**src/rtl/decode_if.sv**
```systemverilog
`default_nettype none
// ============================================================================
//  Module   : decode_if
//  Purpose  : IF/ID, write-back and ID/EX signal bundle for the decode stage.
//  Revision : 1.0
// ============================================================================
interface decode_if #(
    parameter int DW = 32,
    parameter int AW = 5
);
    logic          if_valid;
    logic [DW-1:0] if_pc;
    logic [31:0]   if_ir;
    logic          wb_we;
    logic [AW-1:0] wb_rd;
    logic [DW-1:0] wb_data;
    logic          flush;
    logic          stall;
    logic          illegal;
    logic          dx_valid;
    logic          dx_memtoreg;
    logic          dx_regwrite;
    logic          dx_memread;
    logic          dx_memwrite;
    logic          dx_branch;
    logic          dx_jump;
    logic [2:0]    dx_aluctr;
    logic [DW-1:0] dx_pc;
    logic [DW-1:0] dx_a;
    logic [DW-1:0] dx_b;
    logic [DW-1:0] dx_md;
    logic [DW-1:0] dx_imm;
    logic [DW-1:0] dx_jt;
    logic [AW-1:0] dx_rs;
    logic [AW-1:0] dx_rt;
    logic [AW-1:0] dx_rd;

    modport master (
        output if_valid, if_pc, if_ir, wb_we, wb_rd, wb_data, flush,
        input  stall, illegal, dx_valid, dx_memtoreg, dx_regwrite, dx_memread,
               dx_memwrite, dx_branch, dx_jump, dx_aluctr, dx_pc, dx_a, dx_b,
               dx_md, dx_imm, dx_jt, dx_rs, dx_rt, dx_rd
    );

    modport slave (
        input  if_valid, if_pc, if_ir, wb_we, wb_rd, wb_data, flush,
        output stall, illegal, dx_valid, dx_memtoreg, dx_regwrite, dx_memread,
               dx_memwrite, dx_branch, dx_jump, dx_aluctr, dx_pc, dx_a, dx_b,
               dx_md, dx_imm, dx_jt, dx_rs, dx_rt, dx_rd
    );
endinterface
`default_nettype wire

```
**src/rtl/decode_stage.sv**
```systemverilog
`default_nettype none
// ============================================================================
//  Module   : decode_stage
//  Purpose  : Instruction decode, register file with write bypass, load-use
//             stall and ID/EX pipeline register.
//  Revision : 1.0
// ============================================================================
module decode_stage #(
    parameter int DW      = 32,
    parameter int NREG    = 32,
    parameter int ZERO_R0 = 1
) (
    input  wire logic clk,
    input  wire logic rst,
    decode_if.slave   bus
);
    localparam int AW = $clog2(NREG);

    localparam logic [5:0] c_OP_RTYPE = 6'd0;
    localparam logic [5:0] c_OP_J     = 6'd2;
    localparam logic [5:0] c_OP_BEQ   = 6'd4;
    localparam logic [5:0] c_OP_BNE   = 6'd5;
    localparam logic [5:0] c_OP_ADDI  = 6'd8;
    localparam logic [5:0] c_OP_SLTI  = 6'd10;
    localparam logic [5:0] c_OP_ANDI  = 6'd12;
    localparam logic [5:0] c_OP_ORI   = 6'd13;
    localparam logic [5:0] c_OP_LW    = 6'd35;
    localparam logic [5:0] c_OP_SW    = 6'd43;

    logic [DW-1:0] r_rf [NREG];

    logic [5:0]    w_op;
    logic [5:0]    w_funct;
    logic [AW-1:0] w_rs, w_rt, w_rdf;
    logic [DW-1:0] w_rs_data, w_rt_data, w_imm, w_jt;
    logic          w_legal, w_regwrite, w_memread, w_memwrite, w_branch, w_jump;
    logic          w_b_imm, w_rd_is_rdf, w_zext, w_uses_rt, w_hazard, w_issue;
    logic [2:0]    w_alu;

    assign w_op    = bus.if_ir[31:26];
    assign w_funct = bus.if_ir[5:0];
    assign w_rs    = AW'(bus.if_ir[25:21]);
    assign w_rt    = AW'(bus.if_ir[20:16]);
    assign w_rdf   = AW'(bus.if_ir[15:11]);

    always_ff @(posedge clk or posedge rst) begin
        if (rst) begin
            for (int i = 0; i < NREG; i++) r_rf[i] <= '0;
        end else if (bus.wb_we && !(ZERO_R0 != 0 && bus.wb_rd == '0)) begin
            r_rf[bus.wb_rd] <= bus.wb_data;
        end
    end

    // A same-cycle write-back wins over the stored value.
    always_comb begin
        w_rs_data = r_rf[w_rs];
        w_rt_data = r_rf[w_rt];
        if (bus.wb_we && bus.wb_rd == w_rs) w_rs_data = bus.wb_data;
        if (bus.wb_we && bus.wb_rd == w_rt) w_rt_data = bus.wb_data;
        if (ZERO_R0 != 0 && w_rs == '0) w_rs_data = '0;
        if (ZERO_R0 != 0 && w_rt == '0) w_rt_data = '0;
    end

    always_comb begin
        w_legal     = 1'b1;
        w_regwrite  = 1'b0;
        w_memread   = 1'b0;
        w_memwrite  = 1'b0;
        w_branch    = 1'b0;
        w_jump      = 1'b0;
        w_b_imm     = 1'b0;
        w_rd_is_rdf = 1'b0;
        w_zext      = 1'b0;
        w_uses_rt   = 1'b0;
        w_alu       = 3'd0;
        case (w_op)
            c_OP_RTYPE: begin
                w_uses_rt   = 1'b1;
                w_rd_is_rdf = 1'b1;
                w_regwrite  = 1'b1;
                case (w_funct)
                    6'd32:   w_alu = 3'd0;
                    6'd34:   w_alu = 3'd1;
                    6'd36:   w_alu = 3'd3;
                    6'd37:   w_alu = 3'd7;
                    6'd42:   w_alu = 3'd2;
                    default: w_legal = 1'b0;
                endcase
            end
            c_OP_LW:   begin w_memread = 1'b1; w_regwrite = 1'b1; w_b_imm = 1'b1; end
            c_OP_SW:   begin w_memwrite = 1'b1; w_b_imm = 1'b1; w_uses_rt = 1'b1; end
            c_OP_ADDI: begin w_regwrite = 1'b1; w_b_imm = 1'b1; end
            c_OP_ANDI: begin w_regwrite = 1'b1; w_b_imm = 1'b1; w_zext = 1'b1; w_alu = 3'd3; end
            c_OP_ORI:  begin w_regwrite = 1'b1; w_b_imm = 1'b1; w_zext = 1'b1; w_alu = 3'd7; end
            c_OP_SLTI: begin w_regwrite = 1'b1; w_b_imm = 1'b1; w_alu = 3'd2; end
            c_OP_BEQ:  begin w_branch = 1'b1; w_uses_rt = 1'b1; w_alu = 3'd5; end
            c_OP_BNE:  begin w_branch = 1'b1; w_uses_rt = 1'b1; w_alu = 3'd6; end
            c_OP_J:    w_jump = 1'b1;
            default:   w_legal = 1'b0;
        endcase
    end

    always_comb begin
        w_imm = w_zext ? {{(DW-16){1'b0}}, bus.if_ir[15:0]}
                       : {{(DW-16){bus.if_ir[15]}}, bus.if_ir[15:0]};
        w_jt        = '0;
        w_jt[31:0]  = {bus.if_pc[31:28], bus.if_ir[25:0], 2'b00};
    end

    // The bubble inserted on a stall clears dx_valid, so a stall cannot repeat.
    assign w_hazard  = bus.dx_valid && bus.dx_memread && (bus.dx_rd != '0) &&
                       ((bus.dx_rd == w_rs) || (w_uses_rt && bus.dx_rd == w_rt));
    assign bus.stall = bus.if_valid && !bus.flush && w_hazard;
    assign w_issue   = bus.if_valid && !bus.flush && !bus.stall && w_legal;

    always_ff @(posedge clk or posedge rst) begin
        if (rst) begin
            bus.illegal     <= 1'b0;
            bus.dx_valid    <= 1'b0;
            bus.dx_memtoreg <= 1'b0;
            bus.dx_regwrite <= 1'b0;
            bus.dx_memread  <= 1'b0;
            bus.dx_memwrite <= 1'b0;
            bus.dx_branch   <= 1'b0;
            bus.dx_jump     <= 1'b0;
            bus.dx_aluctr   <= 3'd0;
            bus.dx_pc       <= '0;
            bus.dx_a        <= '0;
            bus.dx_b        <= '0;
            bus.dx_md       <= '0;
            bus.dx_imm      <= '0;
            bus.dx_jt       <= '0;
            bus.dx_rs       <= '0;
            bus.dx_rt       <= '0;
            bus.dx_rd       <= '0;
        end else begin
            bus.illegal     <= bus.if_valid && !bus.flush && !bus.stall && !w_legal;
            bus.dx_valid    <= w_issue;
            bus.dx_memtoreg <= w_issue && w_memread;
            bus.dx_regwrite <= w_issue && w_regwrite;
            bus.dx_memread  <= w_issue && w_memread;
            bus.dx_memwrite <= w_issue && w_memwrite;
            bus.dx_branch   <= w_issue && w_branch;
            bus.dx_jump     <= w_issue && w_jump;
            bus.dx_aluctr   <= w_issue ? w_alu : 3'd0;
            bus.dx_pc       <= bus.if_pc;
            bus.dx_a        <= w_rs_data;
            bus.dx_b        <= w_b_imm ? w_imm : w_rt_data;
            bus.dx_md       <= w_rt_data;
            bus.dx_imm      <= w_imm;
            bus.dx_jt       <= w_jt;
            bus.dx_rs       <= w_rs;
            bus.dx_rt       <= w_rt;
            bus.dx_rd       <= w_rd_is_rdf ? w_rdf : w_rt;
        end
    end
endmodule
`default_nettype wire
```
**src/flat_wrapper.sv**
```systemverilog
// flat-port wrapper written by rule: the top's interface ports become plain ports
module decode_stage_flat 
#(
    parameter int DW      = 32,
    parameter int NREG    = 32,
    parameter int ZERO_R0 = 1
)
  (clk, rst, bus_if_valid, bus_if_pc, bus_if_ir, bus_wb_we, bus_wb_rd, bus_wb_data, bus_flush, bus_stall, bus_illegal, bus_dx_valid, bus_dx_memtoreg, bus_dx_regwrite, bus_dx_memread, bus_dx_memwrite, bus_dx_branch, bus_dx_jump, bus_dx_aluctr, bus_dx_pc, bus_dx_a, bus_dx_b, bus_dx_md, bus_dx_imm, bus_dx_jt, bus_dx_rs, bus_dx_rt, bus_dx_rd);
  decode_if #(.DW(DW)) bus_i ();
  input  wire logic clk;
  input  wire logic rst;
  input wire logic [$bits(bus_i.if_valid)-1:0] bus_if_valid;
  input wire logic [$bits(bus_i.if_pc)-1:0] bus_if_pc;
  input wire logic [$bits(bus_i.if_ir)-1:0] bus_if_ir;
  input wire logic [$bits(bus_i.wb_we)-1:0] bus_wb_we;
  input wire logic [$bits(bus_i.wb_rd)-1:0] bus_wb_rd;
  input wire logic [$bits(bus_i.wb_data)-1:0] bus_wb_data;
  input wire logic [$bits(bus_i.flush)-1:0] bus_flush;
  output wire logic [$bits(bus_i.stall)-1:0] bus_stall;
  output wire logic [$bits(bus_i.illegal)-1:0] bus_illegal;
  output wire logic [$bits(bus_i.dx_valid)-1:0] bus_dx_valid;
  output wire logic [$bits(bus_i.dx_memtoreg)-1:0] bus_dx_memtoreg;
  output wire logic [$bits(bus_i.dx_regwrite)-1:0] bus_dx_regwrite;
  output wire logic [$bits(bus_i.dx_memread)-1:0] bus_dx_memread;
  output wire logic [$bits(bus_i.dx_memwrite)-1:0] bus_dx_memwrite;
  output wire logic [$bits(bus_i.dx_branch)-1:0] bus_dx_branch;
  output wire logic [$bits(bus_i.dx_jump)-1:0] bus_dx_jump;
  output wire logic [$bits(bus_i.dx_aluctr)-1:0] bus_dx_aluctr;
  output wire logic [$bits(bus_i.dx_pc)-1:0] bus_dx_pc;
  output wire logic [$bits(bus_i.dx_a)-1:0] bus_dx_a;
  output wire logic [$bits(bus_i.dx_b)-1:0] bus_dx_b;
  output wire logic [$bits(bus_i.dx_md)-1:0] bus_dx_md;
  output wire logic [$bits(bus_i.dx_imm)-1:0] bus_dx_imm;
  output wire logic [$bits(bus_i.dx_jt)-1:0] bus_dx_jt;
  output wire logic [$bits(bus_i.dx_rs)-1:0] bus_dx_rs;
  output wire logic [$bits(bus_i.dx_rt)-1:0] bus_dx_rt;
  output wire logic [$bits(bus_i.dx_rd)-1:0] bus_dx_rd;
  assign bus_i.if_valid = bus_if_valid;
  assign bus_i.if_pc = bus_if_pc;
  assign bus_i.if_ir = bus_if_ir;
  assign bus_i.wb_we = bus_wb_we;
  assign bus_i.wb_rd = bus_wb_rd;
  assign bus_i.wb_data = bus_wb_data;
  assign bus_i.flush = bus_flush;
  assign bus_stall = bus_i.stall;
  assign bus_illegal = bus_i.illegal;
  assign bus_dx_valid = bus_i.dx_valid;
  assign bus_dx_memtoreg = bus_i.dx_memtoreg;
  assign bus_dx_regwrite = bus_i.dx_regwrite;
  assign bus_dx_memread = bus_i.dx_memread;
  assign bus_dx_memwrite = bus_i.dx_memwrite;
  assign bus_dx_branch = bus_i.dx_branch;
  assign bus_dx_jump = bus_i.dx_jump;
  assign bus_dx_aluctr = bus_i.dx_aluctr;
  assign bus_dx_pc = bus_i.dx_pc;
  assign bus_dx_a = bus_i.dx_a;
  assign bus_dx_b = bus_i.dx_b;
  assign bus_dx_md = bus_i.dx_md;
  assign bus_dx_imm = bus_i.dx_imm;
  assign bus_dx_jt = bus_i.dx_jt;
  assign bus_dx_rs = bus_i.dx_rs;
  assign bus_dx_rt = bus_i.dx_rt;
  assign bus_dx_rd = bus_i.dx_rd;
  decode_stage #(.DW(DW), .NREG(NREG), .ZERO_R0(ZERO_R0)) u_core (.clk(clk), .rst(rst), .bus(bus_i));
endmodule
```
**config.mk**
```make
export PLATFORM = sky130hd
export DESIGN_NAME = decode_stage_flat
export DESIGN_NICKNAME = d
export VERILOG_FILES = /design/src/rtl/decode_if.sv /design/src/rtl/decode_stage.sv /design/src/flat_wrapper.sv
export SDC_FILE = /design/constraint.sdc
export NUM_CORES = 2
export LEC_CHECK = 0
export ABC_CLOCK_PERIOD_IN_PS = 60700
export CORE_MARGIN = 10
export CORE_UTILIZATION = 30
export CTS_BUF_LIST = sky130_fd_sc_hd__clkbuf_8 sky130_fd_sc_hd__clkbuf_16
export CTS_CLUSTER_SIZE = 28
export DETAILED_ROUTE_END_ITERATION = 10
export GPL_ROUTABILITY_DRIVEN = 0
export PLACE_DENSITY = 0.45
export SETUP_SLACK_MARGIN = 0.02
export SLEW_MARGIN = 20
export SYNTH_ARGS = -nofsm -noshare
export SYNTH_HDL_FRONTEND = slang
export SYNTH_SLANG_ARGS = --single-unit
```
**constraint.sdc**
```tcl
create_clock -name clk -period 60.7 [get_ports clk]
set_input_delay 18.21 -clock clk [delete_from_list [all_inputs] [get_ports clk]]
set_output_delay 18.21 -clock clk [all_outputs]
set_load 0.01 [all_outputs]
```
==> impl_metrics.csv <==
group,metric,value,unit
status,status,"complete, no violations",
min_path,whs_path_depth,0,
sta,setup_viol,0,
min_path,hold-path-endpoint,"u_core.r_rf[1019]",
pwr,leakage,0.0301,uW
critical_path,rr_worst_depth,5,
floorplanning,dieArea,217000,um2
floorplanning,die_y,466,um
clock_network,cts_resized,0,
detailed_routing,drc,0,
layout,final_cell_mix,"dfrtp_1 (1194), mux2_2 (1019), mux4_2 (407), clkdlybuf4s50_1 (312), mux2i_1 (222)",
layout,finalNetCount,4266,
min_path,hold_start,"u_core.r_rf[1019]",
clock_network,clkSinkCount,1194,
synth,ys_ff_latch,1194,
clock_network,root_buffer,"clkbuf_16",
floorplanning,rows,163,
placement,place_ws,21790,ps
sta,setup_tns,0,ps
sta,rsz0062_at_grt,"no",
critical_path,crit_path_max_fanout,12,
global_routing,grt_overflow,0,
detailed_routing,routed-via-count,38718,
detailed_routing,viasPerCell,5.59,
sta,tightestPinTransition,1180,ps
placement,dp.cells,6651,
layout,area_growth,17.8,%
floorplanning,die_width,466,um
critical_path,rrSetupSlack,58000,ps
synth,syn_inst,4057,
synth,ys_async_sr_fraction,100,%
critical_path,r2r_start,"u_core.r_rf[146]",
sta,slew_headroom,21.4,%
detailed_routing,drtPass1Iterations,5,
clock_network,clk_pin_slew,60,ps
sta,skew,33.8,ps
synth,syn_area,59700,um2
critical_path,cp.arrival,20710,ps
global_routing,grt_pass1_wl,327,mm
critical_path,worstPathRequired,42490,ps
pwr,power,2380,uW
sta,fmax,0.0257,GHz
sta,finalCriticalPeriod,38920,ps
synth,avgSynthCellArea,14.7,um2
critical_path,r2r-end,"u_core.bus.dx_b[18]",
placement,io_buffers,322,
layout,final_common_cell,"dfrtp_1",
detailed_routing,wl,232,mm
sta,setup_ws,21780,ps
global_routing,grt_pass1_vias,40347,
floorplanning,coreArea,198000,um2
min_path,hold_class,"flop to flop",
sta,fin_crit_sh,64.1,%
run,drv_cap,0,
clock_network,post-cts-setup-buffers,0,
floorplanning,pin_count,325,
global_routing,grt_max_degree,153,
critical_path,crit_type,"input port to output port",
critical_path,cp-start-kind,"input port",
global_routing,track_usage,20.9,%
synth,synth-edff-count,0,
pwr,cellPowerDensity,33.8,nW/um2
detailed_routing,wl_per_cell,33.5,um
synth,ys_types,53,
clock_network,cts_hold_buf,0,
critical_path,end_kind,"output port",
clock_network,cts_tree,"built",
global_routing,antenna_found_initial,11,
synth,ys_warn_count,0,
detailed_routing,ant_nets,0,
detailed_routing,drt_iter0_drc,3414,
clock_network,clock_latency,820,ps
synth,synthFlopType,"dfrtp_1",
floorplanning,start_util,30.2,%
sta,drv_slew,0,
synth,ys_seq_area_share,50.1,%
sta,hold_violations,0,
layout,stdcell_count,6924,
layout,layout-drive-gt1-share,43.3,%
placement,dp_hpwl,129,mm
layout,fin_util,35.6,%
pwr,ir_worst_vdd,0.0310,mV
clock_network,clock_path_buffers,3,
clock_network,htree_levels,4,
clock_network,cts_buffers,147,
-- sequential cells by signal, indices dropped and copies added (netlist names), 4 cells and up --
name and flops:
u_core.bus.dx_rt 4, u_core.bus.dx_pc 32, u_core.bus.dx_a 32, u_core.bus.dx_rs 4
u_core.bus.dx_md 32, u_core.bus.dx_imm 17, u_core.r_rf 1024, u_core.bus.dx_rd 5
u_core.bus.dx_b 32
-- kinds of logic (layout without fill, tap and decap cells) --
logic type | after synthesis | count (layout) | synth area share [%]
compound gates | 461 | 461 | 5.83
xor+xnor | 21 | 21 | 0.308
buf+inv | 511 | 731 | 3.70
flops | 1194 | 1194 | 50.1
mux | 1648 | 1648 | 38.3
other cells | 1 | 8 | 0.00629
simple gates | 221 | 221 | 1.76
-- synth_stat cells (all sizes together) (27+ instances only) --
cell    number  share of area (%)
a211oi      58               0.73
a21oi       42               0.35
a22oi      110                1.4
a32o        52               0.87
buf        202                1.8
clkbuf     293                1.8
dfrtp     1194                 50
mux2      1019                 19
mux2i      222                3.7
mux4       407                 15
nand2      112               0.70
nor2        33               0.21
o21ai       27               0.23
o221ai      51               0.75
o22ai       60               0.64
-- worst max-delay path by stage --
stage / start / end / slack [ps] / depth (start not counted)
after floorplan: rst / u_core.bus.dx_a[0] / 8850 / 1
after global placement: bus_if_ir[19] / bus_stall / 21740 / 8
after detailed placement: bus_if_ir[19] / bus_stall / 21790 / 8
after CTS: bus_if_ir[19] / bus_stall / 21760 / 8
after global routing: bus_if_ir[19] / bus_stall / 21660 / 8
final: bus_if_ir[19] / bus_stall / 21780 / 8
-- stage by stage --
stage                     cell area [um2]  hold WS [ps]
after global routing                70300           408
final                               70300           395
after CTS                           70300           399
after floorplan                     59700           441
after detailed placement            65400           387
after global placement              65400           379
-- metal layers --
layer  track usage (%)  vias up  share of wire, %
met2              34.2     1222                48
met3              3.25      345               5.1
met4              7.35       10               3.5
li1                  -    15747                 -
met1              28.1    21394                43
met5                 0        -             0.027
-- power breakdown --
part	total [uW]	internal, uW	leakage (uW)	switching, uW
registers	1040	938	0.0152	100
logic	448	258	0.0123	191
clock network	892	525	0.00257	367
total	2380	1720	0.0301	658
-- layout make-up --
class / instances / area (um2)
Timing Repair Buffer: 448 / 4210
Clock buffer: 188 / 4280
Fill cell: 18916 / 127000
Multi-Input combinational cell: 2353 / 27900
Inverter: 16 / 67.6
Sequential cell: 1194 / 29900
Tap cell: 2640 / 3300
Clock inverter: 79 / 616
Antenna cell: 6 / 15.0
-- worst max-delay path, cell delays in order --
cell and delay (ps):
clkdlybuf4s50_1 460, buf_4 250, xnor2_1 150, nand4_1 310
nor4_1 290, o2111ai_1 270, nor2b_1 180, clkdlybuf4s50_1 560
Power figures use the tool's default switching activity.
